### src/rtl/score_keeper_if.sv
// Goal/restart inputs and score/sequencing outputs shared between the ball logic,
// the score keeper and the two score displays.
interface score_keeper_if;
  logic       goal_left;
  logic       goal_right;
  logic       restart;
  logic [3:0] score_left;
  logic [3:0] score_right;
  logic       freeze;
  logic       serve;
  logic       game_over;
  logic       winner;
  logic       blank_left;
  logic       blank_right;

  modport master (
    output goal_left, goal_right, restart,
    input  score_left, score_right, freeze, serve, game_over, winner,
           blank_left, blank_right
  );

  modport slave (
    input  goal_left, goal_right, restart,
    output score_left, score_right, freeze, serve, game_over, winner,
           blank_left, blank_right
  );
endinterface

### src/rtl/score_keeper.sv
// Match sequencer and per-player goal counters: PLAY -> HOLD -> PLAY ... -> GAME_OVER.
// Optional feature macro: WINNER_BLINK_EN (blinks the winner's score in GAME_OVER).
module score_keeper #(
  parameter int WIN_SCORE    = 5,
  parameter int HOLD_CYCLES  = 25000000
`ifdef WINNER_BLINK_EN
  ,
  parameter int BLINK_CYCLES = 12500000
`endif
) (
  input  logic         clk,
  input  logic         reset_n,
  score_keeper_if.slave sk
);

  typedef enum logic [1:0] {
    ST_PLAY = 2'd0,
    ST_HOLD = 2'd1,
    ST_OVER = 2'd2
  } state_t;

  localparam int               HOLD_W    = $clog2(HOLD_CYCLES + 1);
  localparam logic [HOLD_W-1:0] HOLD_LAST = HOLD_W'(HOLD_CYCLES - 1);
  localparam logic [3:0]        WIN_VAL   = 4'(WIN_SCORE);

  state_t            state_reg, state_next;
  logic [3:0]        score_left_reg, score_left_next;
  logic [3:0]        score_right_reg, score_right_next;
  logic [HOLD_W-1:0] hold_cnt_reg, hold_cnt_next;
  logic              freeze_reg, freeze_next;
  logic              serve_reg, serve_next;
  logic              game_over_reg, game_over_next;
  logic              winner_reg, winner_next;

  always_ff @(posedge clk) begin
    if (!reset_n) begin
      state_reg       <= ST_PLAY;
      score_left_reg  <= '0;
      score_right_reg <= '0;
      hold_cnt_reg    <= '0;
      freeze_reg      <= 1'b0;
      serve_reg       <= 1'b0;
      game_over_reg   <= 1'b0;
      winner_reg      <= 1'b0;
    end else begin
      state_reg       <= state_next;
      score_left_reg  <= score_left_next;
      score_right_reg <= score_right_next;
      hold_cnt_reg    <= hold_cnt_next;
      freeze_reg      <= freeze_next;
      serve_reg       <= serve_next;
      game_over_reg   <= game_over_next;
      winner_reg      <= winner_next;
    end
  end

  always_comb begin
    state_next       = state_reg;
    score_left_next  = score_left_reg;
    score_right_next = score_right_reg;
    hold_cnt_next    = '0;
    winner_next      = winner_reg;

    unique case (state_reg)
      ST_PLAY: begin
        // Simultaneous goals are treated as a glitch and dropped.
        if (sk.goal_left && !sk.goal_right) begin
          score_left_next = score_left_reg + 4'd1;
          if (score_left_next == WIN_VAL) begin
            state_next  = ST_OVER;
            winner_next = 1'b0;
          end else begin
            state_next = ST_HOLD;
          end
        end else if (sk.goal_right && !sk.goal_left) begin
          score_right_next = score_right_reg + 4'd1;
          if (score_right_next == WIN_VAL) begin
            state_next  = ST_OVER;
            winner_next = 1'b1;
          end else begin
            state_next = ST_HOLD;
          end
        end
      end
      ST_HOLD: begin
        if (hold_cnt_reg == HOLD_LAST) begin
          state_next = ST_PLAY;
        end else begin
          hold_cnt_next = hold_cnt_reg + 1'b1;
        end
      end
      ST_OVER: begin
        if (sk.restart) begin
          state_next       = ST_PLAY;
          score_left_next  = '0;
          score_right_next = '0;
        end
      end
      default: state_next = ST_PLAY;
    endcase

    freeze_next    = (state_next != ST_PLAY);
    game_over_next = (state_next == ST_OVER);
    serve_next     = (state_reg == ST_HOLD) && (state_next == ST_PLAY);
  end

`ifdef WINNER_BLINK_EN
  localparam int                BLINK_W    = $clog2(BLINK_CYCLES + 1);
  localparam logic [BLINK_W-1:0] BLINK_LAST = BLINK_W'(BLINK_CYCLES - 1);

  logic [BLINK_W-1:0] blink_cnt_reg, blink_cnt_next;
  logic               blank_left_reg, blank_left_next;
  logic               blank_right_reg, blank_right_next;

  always_ff @(posedge clk) begin
    if (!reset_n) begin
      blink_cnt_reg   <= '0;
      blank_left_reg  <= 1'b0;
      blank_right_reg <= 1'b0;
    end else begin
      blink_cnt_reg   <= blink_cnt_next;
      blank_left_reg  <= blank_left_next;
      blank_right_reg <= blank_right_next;
    end
  end

  // Counter and blanks only run while staying in GAME_OVER; entry and exit clear them.
  always_comb begin
    blink_cnt_next   = '0;
    blank_left_next  = 1'b0;
    blank_right_next = 1'b0;
    if (state_reg == ST_OVER && state_next == ST_OVER) begin
      blank_left_next  = blank_left_reg;
      blank_right_next = blank_right_reg;
      if (blink_cnt_reg == BLINK_LAST) begin
        if (winner_reg) blank_right_next = ~blank_right_reg;
        else            blank_left_next  = ~blank_left_reg;
      end else begin
        blink_cnt_next = blink_cnt_reg + 1'b1;
      end
    end
  end

  assign sk.blank_left  = blank_left_reg;
  assign sk.blank_right = blank_right_reg;
`else
  assign sk.blank_left  = 1'b0;
  assign sk.blank_right = 1'b0;
`endif

  assign sk.score_left  = score_left_reg;
  assign sk.score_right = score_right_reg;
  assign sk.freeze      = freeze_reg;
  assign sk.serve       = serve_reg;
  assign sk.game_over   = game_over_reg;
  assign sk.winner      = winner_reg;

endmodule

### src/flat_wrapper.sv
// flat-port wrapper written by rule: the top's interface ports become plain ports
module score_keeper_flat 
#(
  parameter int WIN_SCORE    = 5,
  parameter int HOLD_CYCLES  = 25000000

)
  (clk, reset_n, sk_goal_left, sk_goal_right, sk_restart, sk_score_left, sk_score_right, sk_freeze, sk_serve, sk_game_over, sk_winner, sk_blank_left, sk_blank_right);
  score_keeper_if sk_i ();
  input  logic clk;
  input  logic reset_n;
  input wire logic [$bits(sk_i.goal_left)-1:0] sk_goal_left;
  input wire logic [$bits(sk_i.goal_right)-1:0] sk_goal_right;
  input wire logic [$bits(sk_i.restart)-1:0] sk_restart;
  output wire logic [$bits(sk_i.score_left)-1:0] sk_score_left;
  output wire logic [$bits(sk_i.score_right)-1:0] sk_score_right;
  output wire logic [$bits(sk_i.freeze)-1:0] sk_freeze;
  output wire logic [$bits(sk_i.serve)-1:0] sk_serve;
  output wire logic [$bits(sk_i.game_over)-1:0] sk_game_over;
  output wire logic [$bits(sk_i.winner)-1:0] sk_winner;
  output wire logic [$bits(sk_i.blank_left)-1:0] sk_blank_left;
  output wire logic [$bits(sk_i.blank_right)-1:0] sk_blank_right;
  assign sk_i.goal_left = sk_goal_left;
  assign sk_i.goal_right = sk_goal_right;
  assign sk_i.restart = sk_restart;
  assign sk_score_left = sk_i.score_left;
  assign sk_score_right = sk_i.score_right;
  assign sk_freeze = sk_i.freeze;
  assign sk_serve = sk_i.serve;
  assign sk_game_over = sk_i.game_over;
  assign sk_winner = sk_i.winner;
  assign sk_blank_left = sk_i.blank_left;
  assign sk_blank_right = sk_i.blank_right;
  score_keeper #(.WIN_SCORE(WIN_SCORE), .HOLD_CYCLES(HOLD_CYCLES)) u_core (.clk(clk), .reset_n(reset_n), .sk(sk_i));
endmodule
### config.mk
export PLATFORM = sky130hd
export DESIGN_NAME = score_keeper_flat
export DESIGN_NICKNAME = d
export VERILOG_FILES = /design/src/rtl/score_keeper_if.sv /design/src/rtl/score_keeper.sv /design/src/flat_wrapper.sv
export SDC_FILE = /design/constraint.sdc
export NUM_CORES = 1
export LEC_CHECK = 0
export CORE_AREA = 2 2 65 92
export DETAILED_ROUTE_END_ITERATION = 10
export DIE_AREA = 0 0 67 94
export PLACE_DENSITY = 0.56
export SYNTH_ARGS = -nofsm -noshare
export SYNTH_HDL_FRONTEND = slang
export SYNTH_SLANG_ARGS = --single-unit
### constraint.sdc
create_clock -name clk -period 2 [get_ports clk]
set_input_delay 0.3 -clock clk [delete_from_list [all_inputs] [get_ports clk]]
set_output_delay 0.3 -clock clk [all_outputs]
set_load 0.1 [all_outputs]
# ---- After elaboration in Yosys (flattened, before gate mapping)
# Cells that the tools add are included.
dict set report totals {
  regBits 39
  inputBits 5
  out_inout_bits 14
}
dict set report classes {
  n_addsub 3
  eq_ne 11
  n_mux 17
  bitwise_logic 2
  n_reduce_logical 15
}
# operator count
set op_table {}
lappend op_table {{$add 25x1->25 const B} 1}
lappend op_table {{$eq 25x25->1 const B} 1}
lappend op_table {{$mux 4} 4}
lappend op_table {{$pmux 4 s2} 2}
lappend op_table {{$mux 2} 6}
lappend op_table {{$add 4x1->4 const B} 2}
lappend op_table {{$eq 4x3->1 const B} 2}
lappend op_table {{$reduce_and 4->1} 2}
lappend op_table {{$reduce_bool 2->1} 4}
lappend op_table {{$ne 2x2->1 const B} 3}
lappend op_table {{$pmux 2 s3} 1}
lappend op_table {{$eq 2x2->1 const B} 2}
lappend op_table {{$logic_not 2->1} 2}
lappend op_table {{$mux 1} 4}
lappend op_table {{$ne 2x1->1 const B} 2}
lappend op_table {{$logic_and 1x1->1} 3}
lappend op_table {{$reduce_and 3->1} 1}
lappend op_table {{$reduce_or 3->1} 1}
lappend op_table {{$eq 2x1->1 const B} 1}
lappend op_table {{$logic_not 1->1} 2}
lappend op_table {{$not 1->1} 2}

# ---- Longest topological paths before layout
dict set report depth {
  word_depth 8
  depth_mapped 6
  ltp_nobuf 6
}

# ---- Least setup slack after synthesis
# Ideal clock, no wire load.
dict set report synth_timing {
  path_kind {reg-to-reg}
  startpoint {reg u_core.score_left_reg[0] (netlist: u_core.sk.score_left[0])}
  endpoint {reg u_core.freeze_reg (netlist: u_core.sk.freeze)}
  arrival_ns 2.239
  required_time_ns 1.872
  slack_ns -0.367
  stages_incl_launch_ff 7
  n_path_buf 0
  path_cell_list {dfxtp_1 -> ha_1 -> nor2b_1 -> a21oi_1 -> o32ai_1 -> o221ai_2 -> o21bai_1}
}
dict set report synth_via {
  elab_chain_len 6
}
# element line
set synth_rtl {}
lappend synth_rtl {{start, declared} score_keeper.sv:27} ;# logic [3:0] score_left_reg, score_left_next;
lappend synth_rtl {{start signal, assigned} score_keeper.sv:47} ;# score_left_reg <= score_left_next;
lappend synth_rtl {{$add 4x1->4} score_keeper.sv:68} ;# score_left_next = score_left_reg + 4'd1;
lappend synth_rtl {{$eq 4x3->1} score_keeper.sv:69} ;# if (score_left_next == WIN_VAL) begin
lappend synth_rtl {{$mux 2} score_keeper.sv:69}
lappend synth_rtl {{$mux 2} score_keeper.sv:67} ;# if (sk.goal_left && !sk.goal_right) begin
lappend synth_rtl {{$pmux 2 s3} score_keeper.sv:64} ;# unique case (state_reg)
lappend synth_rtl {{$reduce_bool 2->1} score_keeper.sv:102} ;# freeze_next = (state_next != ST_PLAY);
lappend synth_rtl {{end signal, assigned} score_keeper.sv:50} ;# freeze_reg <= freeze_next;
lappend synth_rtl {{end, declared} score_keeper.sv:30} ;# logic freeze_reg, freeze_next;
# No other way between the ends.
# A chain may end at the register's enable or synchronous reset.

# ---- Final worst setup path
dict set report layout_timing {
  startpoint {reg u_core.hold_cnt_reg[0]}
  endpoint {reg u_core.hold_cnt_reg[14]}
}
dict set report layout_via {
  elab_chain_len 2
}
# element line
set layout_rtl {}
lappend layout_rtl {{start, declared} score_keeper.sv:29} ;# logic [HOLD_W-1:0] hold_cnt_reg, hold_cnt_next;
lappend layout_rtl {{start signal, assigned} score_keeper.sv:49} ;# hold_cnt_reg <= hold_cnt_next;
lappend layout_rtl {{parallel branches: the longest is 2 deep, another holds $add 25x1->25} -}
# Several ways; the timed one is not identified.

==> results.md <==
- Post-route cell area: 2170 sq um
- Largest fanout on the critical path: 25
- Proportion of layout cells with a drive suffix above 1: 0.142
- Clk slew on worst S/H paths: 70 ps
- Hold Worst Slack: 450 ps
- CTS tree: built
- Final clock period utilization by the worst path: 0.889
- Num CTS Buffers: 5
- Average instance area after synthesis: 8.56 sq um
- Post-DR wirelength/cell: 11.7 um
- Root buffer selected by CTS: sky130_fd_sc_hd__clkbuf_8
- Worst min-delay path category: reg -> reg
- Transition time at the pin with the least slew margin: 500 ps
- Worst IR drop on VDD: 0.466 mV
- Synthesis Warnings: 0
- Most common cell in the synthesized netlist: sky130_fd_sc_hd__dfxtp_1
- I/O pin total: 19
- Switch share: 0.269
- Global-route total usage across every layer: 0.127
- Initial Utilization: 0.340
- Final setup margin: 222 ps
- Worst relative slew slack: 0.665
- Die height: 94 um
- Critical path capture point type: flip-flop
- Ant diodes: 0
- Dpl cell area: 2080 sq um
- Post-synthesis instance total: 216
- Via density: 4.81
- Post-synthesis sequential element count: 39
- Critical Path Max Stage Delay: 360 ps
- Endpoints failing setup: 0
- Num Clock Sinks: 39
- Startpoint class of the critical path: flip-flop
- Sum of negative setup slack: 0 ps
- Post-synth EDFFs: 0
- Final setup skew: 6.76 ps
- Vias: 1481
- DIE AREA: 6300 sq um
- Number of failing hold endpoints at the final stage: 0
- Layout Area Growth over Synthesis: 17.3%
- Max capacitance violation total: 0
- Clock Power Share: 0.338
- Library cells used by synthesis: 36
- Top_reg_cell synth: sky130_fd_sc_hd__dfxtp_1
- Crit path time final: 1780 ps
- Placer congestion estimate: 0.788
- Minimum setup slack among reg-to-reg paths: 220 ps
- Violation count after the first detailed-routing iteration: 60
- Net switching power of the design: 398 uW
- DR pass1 iterations: 4
- Combinational group share of total power: 0.120
- Timing-limited maximum frequency: 562 MHz
- Area share of the leading cell type in the synthesized netlist: 0.422
- Number of antenna violations at the first check in global routing: 0
- Arrival time reported for the critical path endpoint: 1950 ps
- Die width: 67 um
- Number of global-route vias before repair: 1457
- Async set-reset flop share out of synthesis: 0
- Type of the worst setup path: reg -> reg
- Internal power component: 1080 uW
- Power density over cell area: 683 nW/um^2
- Slew Limit Fails: 0
- Total overflow reported by the global router: 0
- Clock insertion delay at the later pin of the skew report: 290 ps
- Remaining routing DRC violations: 0
- Most used standard cells in the synthesized netlist: sky130_fd_sc_hd__dfxtp_1 (39), sky130_fd_sc_hd__nor2_1 (38), sky130_fd_sc_hd__xor2_1 (17)
- Detailed-route wire length: 3.59 mm
- Wire length of the first global-routing pass: 6.11 mm
- Count of port buffers added during placement: 16
- Final core utilization: 0.398
- # nets final: 249
- Number of cell rows: 32
- Hold_buf cts: 0
- Area of the mapped netlist: 1850 sq um
- Post-route antenna net violation count: 0
- Number of levels in the clock H-tree: 2
- Leak: 0.000790 uW
- Seq pwr share: 0.543
- Cell breakdown of the critical path: ha_1 > and4_1 > nand4_1 > o31ai_4 > buf_4 > nor2_1
- Unrepaired setup endpoints after global routing: false
- Cell taking the most area after synthesis: sky130_fd_sc_hd__dfxtp_1
- Worst-case setup slack after placement: 76.1 ps
- Required time of the critical path: 2170 ps
- Max FFs per register: 25
- Detail Placement HPWL: 2.66 mm
- Fraction of the yosys area taken by sequential cells: 0.422
- Result of the run: finished, final reports clean
- Number of buffers between clock root and the deepest sink: 2
- Post-CTS Setup Inserts: 0
- Main area contributors after synthesis: sky130_fd_sc_hd__dfxtp_1 (42%), sky130_fd_sc_hd__xor2_1 (8.1%), sky130_fd_sc_hd__nor2_1 (7.7%), sky130_fd_sc_hd__nand3_1 (3.5%), sky130_fd_sc_hd__ha_1 (3.4%)
- Placeable Area: 5450 sq um
- Maximum number of pins on one net before global-route repair: 26
- CP max-delay cell: sky130_fd_sc_hd__dfxtp_1
## layout make-up
type	instances	area, sq um
fillers	596	3280
multi-input cells	164	1020
flip-flops and latches	39	788
repair buffers	21	168
well taps	68	85.1
clock buffers	7	76.3
inverters	8	30.0
clock inverters	1	5.00
## routing by layer
layer	GRT usage	wire length, um
met1	0.134	1530
met3	0.0336	139
met5	0	0
met4	0.0459	55
met2	0.234	1870
## critical path, delay by kind of cell (launching register included)
family          cells  cell delay [ps]
compound gates      1              240
fa+ha+maj           1              230
buf+inv             1              310
flops               1              360
simple gates        3              520
## path summary, 6_finish.rpt
| check | from | endpoint | depth (start not counted) |
|---|---|---|---|
| worst min register to register | u_core.hold_cnt_reg[0] | u_core.hold_cnt_reg[0] | 1 |
| worst max-delay path | u_core.hold_cnt_reg[0] | u_core.hold_cnt_reg[14] | 6 |
| worst min-delay path | u_core.hold_cnt_reg[0] | u_core.hold_cnt_reg[0] | 1 |
| worst max register to register | u_core.hold_cnt_reg[0] | u_core.hold_cnt_reg[14] | 6 |
## power by group through the flow
stage	combinational [uW]	sequential, uW	clock [uW]
2_1_floorplan	83.7	874	0
3_3_place_gp	179	822	0
3_5_place_dp	179	822	0
4_1_cts	180	804	523
5_1_grt	190	806	549
6_report	178	804	500
## logic make-up after synthesis
kind of cell,count (synthesis),share of synthesized area
and+or+nand+nor,110,0.307
DFF,39,0.422
AOI/OAI and AO/OA,24,0.0920
xor gates and xnor gates,23,0.109
buffers and inverters,14,0.0338
adders and majority gates,5,0.0338
other,1,0.00203
## what timing repair did
action                     4_1_cts  5_1_grt
setup endpoints to repair        0        3
gates resized for setup          0        1
hold endpoints to repair         0        0
## placed cells by master, fill, tap and decap left out, types with 2 or more instances in the layout
cell type,instances
sky130_fd_sc_hd__nor4b_1,2
sky130_fd_sc_hd__or3_1,2
sky130_fd_sc_hd__o21ai_0,6
sky130_fd_sc_hd__ha_1,5
sky130_fd_sc_hd__nand3b_1,3
sky130_fd_sc_hd__nand4_1,8
sky130_fd_sc_hd__clkbuf_1,2
sky130_fd_sc_hd__clkdlybuf4s50_1,4
sky130_fd_sc_hd__nand2_1,16
sky130_fd_sc_hd__nand3_1,13
sky130_fd_sc_hd__and2_1,2
sky130_fd_sc_hd__and3_1,5
sky130_fd_sc_hd__nand2b_1,4
sky130_fd_sc_hd__nor3_1,4
sky130_fd_sc_hd__a211oi_1,2
sky130_fd_sc_hd__a22oi_1,2
sky130_fd_sc_hd__and4_1,3
sky130_fd_sc_hd__xor2_1,17
sky130_fd_sc_hd__buf_4,17
sky130_fd_sc_hd__conb_1,2
sky130_fd_sc_hd__clkbuf_8,5
sky130_fd_sc_hd__inv_1,7
sky130_fd_sc_hd__dfxtp_1,33
sky130_fd_sc_hd__xnor2_1,6
sky130_fd_sc_hd__dfxtp_2,6
sky130_fd_sc_hd__a21oi_1,8
sky130_fd_sc_hd__nor2b_1,6
sky130_fd_sc_hd__nor2_1,38
## through the flow
| step | power [uW] | cells |
|---|---|---|
| 5_1_grt | 1550 | 308 |
| 6_report | 1480 | 308 |
| 3_3_place_gp | 1000 | 300 |
| 2_1_floorplan | 957 | 217 |
| 3_5_place_dp | 1000 | 300 |
| 4_1_cts | 1510 | 308 |
No activity file was read; power rests on OpenSTA's default activity.
